## src/rtl/time_set_ctrl.sv

```systemverilog
// time_set_ctrl: mode/setting controller for the digital clock.
// Pauses the timer, edits h/m/s from button pulses, loads the result back,
// holds an hh:mm alarm, and drives the display value and blink mask.
module time_set_ctrl #(
    parameter int unsigned BLINK_HALF = 50_000_000,
    parameter int unsigned ALARM_SEC  = 30
) (
    input  logic        clk,
    input  logic        rst,
    input  logic        mode_pulse,
    input  logic        up_pulse,
    input  logic        down_pulse,
    input  logic        alarm_pulse,
    input  logic [23:0] time_in,
    output logic        run_en,
    output logic        load,
    output logic [23:0] load_value,
    output logic [23:0] disp_value,
    output logic [5:0]  blank_mask,
    output logic        alarm_en,
    output logic        alarm_active
);

    localparam int unsigned BW = (BLINK_HALF > 1) ? $clog2(BLINK_HALF) : 1;
    localparam int unsigned SW = (ALARM_SEC > 1) ? $clog2(ALARM_SEC) : 1;
    localparam logic [BW-1:0] BLINK_LAST = BW'(BLINK_HALF - 1);
    localparam logic [SW-1:0] SEC_LAST   = SW'(ALARM_SEC - 1);

    typedef enum logic [2:0] {
        RUN,
        SET_H,
        SET_M,
        SET_S,
        ALM_H,
        ALM_M
    } state_t;

    state_t          state_q, state_d;
    logic [23:0]     edit_q, edit_d;
    logic [7:0]      alarm_h_q, alarm_h_d;
    logic [7:0]      alarm_m_q, alarm_m_d;
    logic            alarm_en_q, alarm_en_d;
    logic            alarm_active_q, alarm_active_d;
    logic [SW-1:0]   sec_cnt_q, sec_cnt_d;
    logic [BW-1:0]   blink_cnt_q, blink_cnt_d;
    logic            blink_off_q, blink_off_d;
    logic [23:0]     prev_time_q, prev_time_d;
    logic            run_en_q, run_en_d;
    logic            load_q, load_d;
    logic [23:0]     load_value_q, load_value_d;
    logic [23:0]     disp_value_q, disp_value_d;
    logic [5:0]      blank_mask_q, blank_mask_d;

    logic            step_acc;
    logic            any_pulse;
    logic            sec_chg;
    logic            match;

    // Wrapping increment/decrement of one field in 0..maxv.
    function automatic logic [7:0] step_field(input logic [7:0] v,
                                              input logic [7:0] maxv,
                                              input logic       inc);
        logic [7:0] r;
        if (inc) begin
            r = (v >= maxv) ? 8'd0 : v + 8'd1;
        end else begin
            r = ((v == 8'd0) || (v > maxv)) ? maxv : v - 8'd1;
        end
        return r;
    endfunction

    assign step_acc  = (state_q != RUN) && !mode_pulse && (up_pulse || down_pulse);
    assign any_pulse = mode_pulse || up_pulse || down_pulse || alarm_pulse;
    assign sec_chg   = (time_in[7:0] != prev_time_q[7:0]);
    assign match     = (time_in == {alarm_h_q, alarm_m_q, 8'd0}) && (time_in != prev_time_q);

    // Mode sequencing: each mode pulse advances one state around the ring.
    always_comb begin
        state_d = state_q;
        if (mode_pulse) begin
            case (state_q)
                RUN:     state_d = SET_H;
                SET_H:   state_d = SET_M;
                SET_M:   state_d = SET_S;
                SET_S:   state_d = ALM_H;
                ALM_H:   state_d = ALM_M;
                ALM_M:   state_d = RUN;
                default: state_d = RUN;
            endcase
        end
    end

    // Field editing, load generation, blink timing and alarm bookkeeping.
    always_comb begin
        edit_d         = edit_q;
        alarm_h_d      = alarm_h_q;
        alarm_m_d      = alarm_m_q;
        alarm_en_d     = alarm_en_q;
        alarm_active_d = alarm_active_q;
        sec_cnt_d      = sec_cnt_q;
        blink_cnt_d    = blink_cnt_q;
        blink_off_d    = blink_off_q;
        prev_time_d    = time_in;
        load_d         = 1'b0;
        load_value_d   = load_value_q;

        if ((state_q == RUN) && (state_d == SET_H)) begin
            edit_d = time_in;
        end

        if (step_acc) begin
            case (state_q)
                SET_H:   edit_d[23:16] = step_field(edit_q[23:16], 8'd23, up_pulse);
                SET_M:   edit_d[15:8]  = step_field(edit_q[15:8],  8'd59, up_pulse);
                SET_S:   edit_d[7:0]   = step_field(edit_q[7:0],   8'd59, up_pulse);
                ALM_H:   alarm_h_d     = step_field(alarm_h_q,     8'd23, up_pulse);
                ALM_M:   alarm_m_d     = step_field(alarm_m_q,     8'd59, up_pulse);
                default: ;
            endcase
        end

        if ((state_q == SET_S) && (state_d == ALM_H)) begin
            load_d       = 1'b1;
            load_value_d = edit_q;
        end

        if ((state_d != state_q) || step_acc) begin
            blink_cnt_d = '0;
            blink_off_d = 1'b0;
        end else if (blink_cnt_q == BLINK_LAST) begin
            blink_cnt_d = '0;
            blink_off_d = !blink_off_q;
        end else begin
            blink_cnt_d = blink_cnt_q + 1'b1;
        end

        // While ringing, alarm_pulse is only an acknowledge.
        if ((state_q == RUN) && alarm_pulse && !alarm_active_q) begin
            alarm_en_d = !alarm_en_q;
        end

        // Any pulse suppresses a coincident fire so the state change wins.
        if (alarm_active_q) begin
            if (any_pulse || (state_d != RUN) || !alarm_en_d) begin
                alarm_active_d = 1'b0;
            end else if (sec_chg) begin
                if (sec_cnt_q == SEC_LAST) begin
                    alarm_active_d = 1'b0;
                end else begin
                    sec_cnt_d = sec_cnt_q + 1'b1;
                end
            end
        end else if ((state_q == RUN) && alarm_en_q && match && !any_pulse) begin
            alarm_active_d = 1'b1;
            sec_cnt_d      = '0;
        end
    end

    // Registered outputs derived from the next-state values.
    always_comb begin
        run_en_d     = 1'b1;
        disp_value_d = time_in;
        blank_mask_d = '0;
        case (state_d)
            SET_H: begin
                run_en_d     = 1'b0;
                disp_value_d = edit_d;
                if (blink_off_d) blank_mask_d = 6'b110000;
            end
            SET_M: begin
                run_en_d     = 1'b0;
                disp_value_d = edit_d;
                if (blink_off_d) blank_mask_d = 6'b001100;
            end
            SET_S: begin
                run_en_d     = 1'b0;
                disp_value_d = edit_d;
                if (blink_off_d) blank_mask_d = 6'b000011;
            end
            ALM_H: begin
                disp_value_d = {alarm_h_d, alarm_m_d, 8'd0};
                blank_mask_d = blink_off_d ? 6'b110011 : 6'b000011;
            end
            ALM_M: begin
                disp_value_d = {alarm_h_d, alarm_m_d, 8'd0};
                blank_mask_d = blink_off_d ? 6'b001111 : 6'b000011;
            end
            default: ;
        endcase
    end

    // State and datapath registers.
    always_ff @(posedge clk or posedge rst) begin
        if (rst) begin
            state_q        <= RUN;
            edit_q         <= '0;
            alarm_h_q      <= '0;
            alarm_m_q      <= '0;
            alarm_en_q     <= 1'b0;
            alarm_active_q <= 1'b0;
            sec_cnt_q      <= '0;
            blink_cnt_q    <= '0;
            blink_off_q    <= 1'b0;
            prev_time_q    <= '0;
            run_en_q       <= 1'b1;
            load_q         <= 1'b0;
            load_value_q   <= '0;
            disp_value_q   <= '0;
            blank_mask_q   <= '0;
        end else begin
            state_q        <= state_d;
            edit_q         <= edit_d;
            alarm_h_q      <= alarm_h_d;
            alarm_m_q      <= alarm_m_d;
            alarm_en_q     <= alarm_en_d;
            alarm_active_q <= alarm_active_d;
            sec_cnt_q      <= sec_cnt_d;
            blink_cnt_q    <= blink_cnt_d;
            blink_off_q    <= blink_off_d;
            prev_time_q    <= prev_time_d;
            run_en_q       <= run_en_d;
            load_q         <= load_d;
            load_value_q   <= load_value_d;
            disp_value_q   <= disp_value_d;
            blank_mask_q   <= blank_mask_d;
        end
    end

    assign run_en       = run_en_q;
    assign load         = load_q;
    assign load_value   = load_value_q;
    assign disp_value   = disp_value_q;
    assign blank_mask   = blank_mask_q;
    assign alarm_en     = alarm_en_q;
    assign alarm_active = alarm_active_q;

endmodule

```

## config.mk

```make
export PLATFORM = sky130hd
export DESIGN_NAME = time_set_ctrl
export DESIGN_NICKNAME = d
export VERILOG_FILES = /design/src/rtl/time_set_ctrl.sv
export SDC_FILE = /design/constraint.sdc
export NUM_CORES = 1
export LEC_CHECK = 0
export CORE_MARGIN = 3
export CORE_UTILIZATION = 53
export DETAILED_ROUTE_END_ITERATION = 8
export MAX_ROUTING_LAYER = met4
export PLACE_DENSITY_LB_ADDON = 0.08
export SYNTH_ARGS = -nofsm -noshare
export SYNTH_HDL_FRONTEND = slang
export SYNTH_SLANG_ARGS = --single-unit
```

## constraint.sdc

```tcl
create_clock -name clk -period 7.3 [get_ports clk]
set_input_delay 1.46 -clock clk [delete_from_list [all_inputs] [get_ports clk]]
set_output_delay 1.46 -clock clk [all_outputs]
set_load 0.005 [all_outputs]
```

==> run metrics, run 1 <==
DRT iter0 DRCs=607; MaxCap Viol Count=0; row count=between 40 and 50; gr ovfl total=0; Yosys Warn Count=0; Netlist Area Pre-Place=roughly 0.0085 mm²; fin. max-slew vios=0; final cycle utilization of the critical path=0.650; Post-Synth Adder-Cell Area=0.0207; drt first pass iters=5; Lkg Pwr=around 4.2 nW; post-synthesis compound-gate area fraction=0.167; xor/xnor share of the synthesized area=0.0775; startpoint types=input port; vias in the first global route=about 6,900; CTS tree=done; DR WL met2=10,500 µm; Critical Setup Path Class=in -> reg; nets=approximately 1,000; CTS sink count=154; status=finished, final reports clean; Worst Path Required=7.59 ns; die area=around 0.018 mm²; post-synth cell types=73; clk_lat worst skew=between 0.4 and 0.5 ns; Post-DRT Antenna Nets=0; clock skew=between 0.009 and 0.01 ns; H-tree Lvls=4; top cells by count, synth=dfrtp_1, nand2_1, nor2_1; final hold vios=0; Initial Util=0.549; number of synthesized flops with an enable pin=0; R2R depth=6; Max VDD drop=0.237 mV; Die H=between 100 and 150 µm; Final Critical Period=between 4 and 5 ns; PD cells=380 mW/mm²; Hold WS=around 0.48 ns; largest net degree at the start of global routing=95; CTS clk-pin slew, worst paths=~0.06 ns; WL/cell=18.6 µm; CP Capture Type=register; Peak Freq=roughly 210 MHz; synth top area cells=dfrtp_1, nand2_1, xnor2_1; post-synth top area share=0.452; initial antenna violation count=0; hold endpoint=load_value[15]; hold_buf cts=0; vias=roughly 7,400; Post-synth ARST share=1.00; io pins=just under 90; # port buffers=87; setup TNS=0 ns; Synth Flop Type=dfrtp_1; main combinational cell family by area after synthesis=simple AND/OR/NAND/NOR gates; RR Endpoint=disp_value[21]; worst slew pin tran=roughly 1.1 ns; WL met3=1420 µm; CTS buffer count=17; final setup vio count=0; wl on met1=a little under 10,000 µm; Hold Crit Class=reg -> reg; Rel. slew slack=0.279; cell with the most instances after synthesis=dfrtp_1; die extent in x=between 100 and 150 µm; setup bufs post-CTS=0; Synth Instances=between 900 and 1,000; CP Max Fanout=33; syn_area_per_cell=around 9 µm²; area leader, netlist=dfrtp_1; simple-gate share of the synthesized area=0.229; FF-to-FF setup slack=3.60 ns; wirelength, routed=about 22,000 µm; crit path DAT=5.03 ns; ANT cells=0; share of layout cells above drive strength 1=0.0544; DR top layer=met4; gr usage total=0.264; Clock Tree Buf Depth=2; Min-Delay Startpoint=load_value[15]; post-synthesis mux area share=0.00959; fin util=0.651; GPL Wtd Cong=approximately 0.9; vias per cell=slightly above 6; drt drc=0; sequential share of the synthesized area=0.455; Syn-to-layout area delta=18.4%; Net Count, Synth=965; core area=between 0.015 and 0.02 mm²; Hold Path Depth=2; post-DP HPWL=approximately 15,000 µm; reg2reg start=state_q[1]; Seq cells post-synth=approximately 150; Root Driver=clkbuf_16; RSZ-0062 raised after global routing=false; global-route wire length before repair=about 36,000 µm; CTS resizes=0
how the worst max path moves through the flow:
| stage | start | endpoint | slack, ns | cells past startpoint |
|---|---|---|---|---|
| after floorplan | rst | alarm_active | 1.69 | 1 |
| after global placement | mode_pulse | disp_value[21] | 2.22 | 7 |
| after detailed placement | mode_pulse | disp_value[21] | 2.13 | 7 |
| after CTS | mode_pulse | disp_value[21] | 2.57 | 7 |
| after global routing | mode_pulse | disp_value[21] | 2.24 | 7 |
| final | mode_pulse | disp_value[21] | 2.56 | 7 |
per-layer routing:
metal / vias to the layer above / GRT usage
met5: - / -
met4: 0 / 0.0918
met3: 40 / 0.0510
met2: 290 / 0.395
met1: 3577 / 0.362
li1: 3473 / -
registers in the layout, summed over array words and instances (netlist names):
register	cells
alarm_active	1
alarm_en	1
alarm_h_q	8
alarm_m_q	8
blank_mask	3
blink_cnt_q	26
blink_off_q	1
disp_value	24
edit_q	24
load	1
load_value	24
prev_time_q	24
run_en	1
sec_cnt_q	5
state_q	3
layout make-up:
cell class | instances | area (µm²)
Clock buffer | 22 | 454
Clock inverter | 10 | 118
Fill cell | 1366 | 5390
Inverter | 30 | 118
Multi-Input combinational cell | 680 | 4290
Sequential cell | 154 | 3850
Tap cell | 211 | 264
Timing Repair Buffer | 96 | 938
worst max-delay path, stage by stage:
cell and delay [ns]:
clkdlybuf4s50_1 0.63, and3_1 0.28, nand2_1 0.71, inv_1 0.60, a21oi_1 0.99, a2bb2oi_1 0.25, o211ai_1 0.11
cell families after synthesis:
family | Yosys count
AOI/OAI and AO/OA | 204
xor gates and xnor gates | 75
adders and majority gates | 14
buffers and inverters | 87
DFF | 154
muxes | 8
and+or+nand+nor | 379
where the power goes:
| group | switching (mW) | internal (mW) |
|---|---|---|
| Clock | 0.351 | 0.513 |
| Sequential | 0.349 | 1.10 |
| Combinational | 0.784 | 0.713 |
| Total | 1.48 | 2.33 |
placed cells by master (no fill, tap or decap), drive strengths merged, types with 9 or more instances in the layout:
cell	count
nand2	128
clkbuf	22
nand2b	13
nor4	24
dfrtp	153
and2	13
o21ai	42
nand3	33
buf	9
o2111ai	9
xor2	33
a21oi	41
nor2	53
nand4	24
xnor2	42
ha	14
clkdlybuf4s50	87
nor3	23
a31oi	13
inv	32
or3	12
and3	13
or4	10
stage by stage:
| stage | instances | setup slack (ns) | total power, mW | instance area (µm²) |
|---|---|---|---|---|
| detailed placement | 1171 | 2.13 | 2.93 | 9460 |
| finish | 1203 | 2.56 | 3.81 | 10000 |
| floorplan | 921 | 1.69 | 2.32 | 8480 |
| global placement | 1171 | 2.22 | 2.92 | 9460 |
| global route | 1203 | 2.24 | 4.05 | 10000 |
| CTS | 1203 | 2.57 | 3.80 | 10000 |
No activity file was read; power rests on OpenSTA's default activity.
==> run 2, diff against run 1 <==
Settings changed: CORE_UTILIZATION 53 to 52.
Clock period 7.3 ns to 4.1 ns, I/O delays scaled along.
==> run 2 against run 1 <==
Wire length fell by 0.47%. First-iteration DRC count down 8.4%. Count of clock-buffer cells in the layout fell by 2. Cell area rose by 1.7%. Sequential share of layout area shrank 0.65 points. Clock power is 89% higher. Critical path depth unchanged. Combinational power is 81% higher. Register-to-register slack got worse by 2.2 ns. Utilization decreased by 1.0 points. Sequential power rose by 78%. Critical endpoint is now blank_mask[3].
==> run metrics, run 2 (synthesized netlist as in run 1, its figures left out) <==
worst slew pin tran=0.742 ns (was 1.08 ns); Die H=134 µm (was 132 µm); die extent in x=134 µm (was 132 µm); CP delay by family, top=compound AO/OA/AOI/OAI gates (unchanged); drt first pass iters=5 (unchanged); wirelength, routed=22,200 µm (was 22,300 µm); Root Driver=clkbuf_16 (unchanged); ANT cells=0 (unchanged); reg2reg start=state_q[2] (was state_q[1]); FF-to-FF setup slack=1.42 ns (was 3.60 ns); post-DP HPWL=15,800 µm (was 15,300 µm); gr usage total=0.268 (was 0.264); Worst path slowest cell=clkdlybuf4s50_1 (was a21oi_1); Worst Setup EP=blank_mask[3] (was disp_value[21]); buffers plus inverters on the worst setup path=2 (unchanged); # port buffers=87 (unchanged); Initial Util=0.532 (was 0.549); Lkg Pwr=4.29 nW (was 4.19 nW); share of layout cells above drive strength 1=0.0706 (was 0.0544); drt drc=0 (unchanged); vias=7,381 (was 7,380); max FFs per register=26 (unchanged); DRT iter0 DRCs=556 (was 607); setup TNS=0 ns (unchanged); global-route wire length before repair=37,300 µm (was 36,300 µm); Critical Setup Path Class=in -> reg (unchanged); core area=0.0159 mm² (was 0.0154 mm²); clk_lat worst skew=0.43 ns (about the same); Setup crit start=mode_pulse (unchanged); Syn-to-layout area delta=20.4% (was 18.4%); GPL Wtd Cong=0.924 (was 0.911); gr ovfl total=0 (unchanged); most common cell after layout, fill and taps aside=dfrtp_1 (unchanged); Clock Tree Buf Depth=2 (unchanged); Hold Crit Class=reg -> reg (unchanged); CTS sink count=154 (unchanged); CP Max Fanout=15 (was 33); clock skew=0.0119 ns (was 0.00995 ns); RR Endpoint=blank_mask[3] (was disp_value[21]); Pwr Total=6.92 mW (was 3.81 mW); largest stage delay on the critical path=0.65 ns (was 0.99 ns); CP most frequent cell=nand2_1; startpoint types=input port (unchanged); Worst Path Required=4.36 ns (was 7.59 ns); vias per cell=6.05 (was 6.13); CTS buffer count=17 (unchanged); CP Capture Type=register (unchanged); Hold WS=0.474 ns (was 0.477 ns); cells along the critical path=clkdlybuf4s50_1 > and3_1 > nand2_1 > inv_1 > a21oi_1 > nand2_1 > a2111oi_0 (was clkdlybuf4s50_1 > and3_1 > nand2_1 > inv_1 > a21oi_1 > a2bb2oi_1 > o211ai_1); final cycle utilization of the critical path=0.756; RSZ-0062 raised after global routing=false (unchanged); Post-DRT Antenna Nets=0 (unchanged); R2R depth=6 (unchanged); hold_buf cts=0 (unchanged); most frequent cells in the layout=dfrtp_1, nand2_1, clkdlybuf4s50_1 (unchanged); largest net degree at the start of global routing=51 (was 95); initial antenna violation count=0 (unchanged); Top reg by flops=blink_cnt_q (unchanged); setup bufs post-CTS=0 (unchanged); crit path DAT=3.35 ns (was 5.03 ns); Max VDD drop=0.443 mV (was 0.237 mV); final hold vios=0 (unchanged); nets=1,037 (was 1,023); CTS clk-pin slew, worst paths=0.06 ns (about the same); MaxCap Viol Count=0 (unchanged); vias in the first global route=7,057 (was 6,908); CTS tree=done (unchanged); Rel. slew slack=0.504 (was 0.279); row count=46 (was 45); final setup vio count=0 (unchanged); H-tree Lvls=4 (unchanged); die area=0.0179 mm² (was 0.0175 mm²); Peak Freq=between 300 and 400 MHz; WL/cell=18.2 µm (was 18.6 µm); Crit path depth=7 (unchanged); io pins=88 (unchanged); status=finished, final reports clean (unchanged); PD cells=678 mW/mm² (was 380 mW/mm²); CTS resizes=0 (unchanged); fin. max-slew vios=0 (unchanged); Final Critical Period=3.10 ns
## run 2: changes by cell type in the layout (fill, tap and decap cells not counted)
cell and change:
buf_4 +12, clkinv_2 +2, clkbuf_1 -4, bufinv_16 +1
clkinv_4 +1, inv_6 -2, clkinvlp_4 -1, buf_12 +2
clkbuf_8 +2
## run 2: tightest hold or removal path, delay by kind of cell (launching register included)
family / cells / cell delay, ns
flops: 1 / 0.34
simple gates: 2 / 0.11
## run 2: area by class of cell
type	count	area, µm²
fillers	1387	5730
multi-input cells	680	4290
flip-flops and latches	154	3850
repair buffers	110	1070
clock buffers	20	467
well taps	216	270
clock inverters	11	143
inverters	30	116
## run 2: report_power, final
part | leakage [nW] | internal, mW | switching (mW) | total, mW
sequential | 1.95 | 1.96 | 0.623 | 2.58
combinational | 2.05 | 1.30 | 1.40 | 2.71
clock | 0.298 | 1.00 | 0.627 | 1.63
## run 2: metrics by stage
step                       util  cells  cell area [µm²]  setup slack [ns]
after global placement    0.602   1190             9600             0.598
final                     0.640   1221            10200              1.00
after floorplan               -    921             8480              1.32
after global routing      0.640   1221            10200             0.739
after detailed placement  0.602   1190             9600             0.582
after CTS                 0.640   1221            10200              1.03
## run 2: how the worst min path moves through the flow
| stage | from | end | slack, ns | depth (start not counted) |
|---|---|---|---|---|
| after detailed placement | load_value[14] | load_value[14] | 0.46 | 2 |
| after global placement | load_value[14] | load_value[14] | 0.46 | 2 |
| after global routing | load_value[5] | load_value[5] | 0.49 | 2 |
| after CTS | load_value[14] | load_value[14] | 0.48 | 2 |
| after floorplan | blink_cnt_q[0] | blink_cnt_q[0] | 0.45 | 1 |
| final | load_value[14] | load_value[14] | 0.47 | 2 |
## run 2: routing by layer
layer	up-vias	global-route usage	routed length, µm
met5	-	-	0
met4	0	0.0874	557
met3	47	0.0498	1070
met2	223	0.400	10300
met1	3625	0.374	10300
li1	3486	-	-
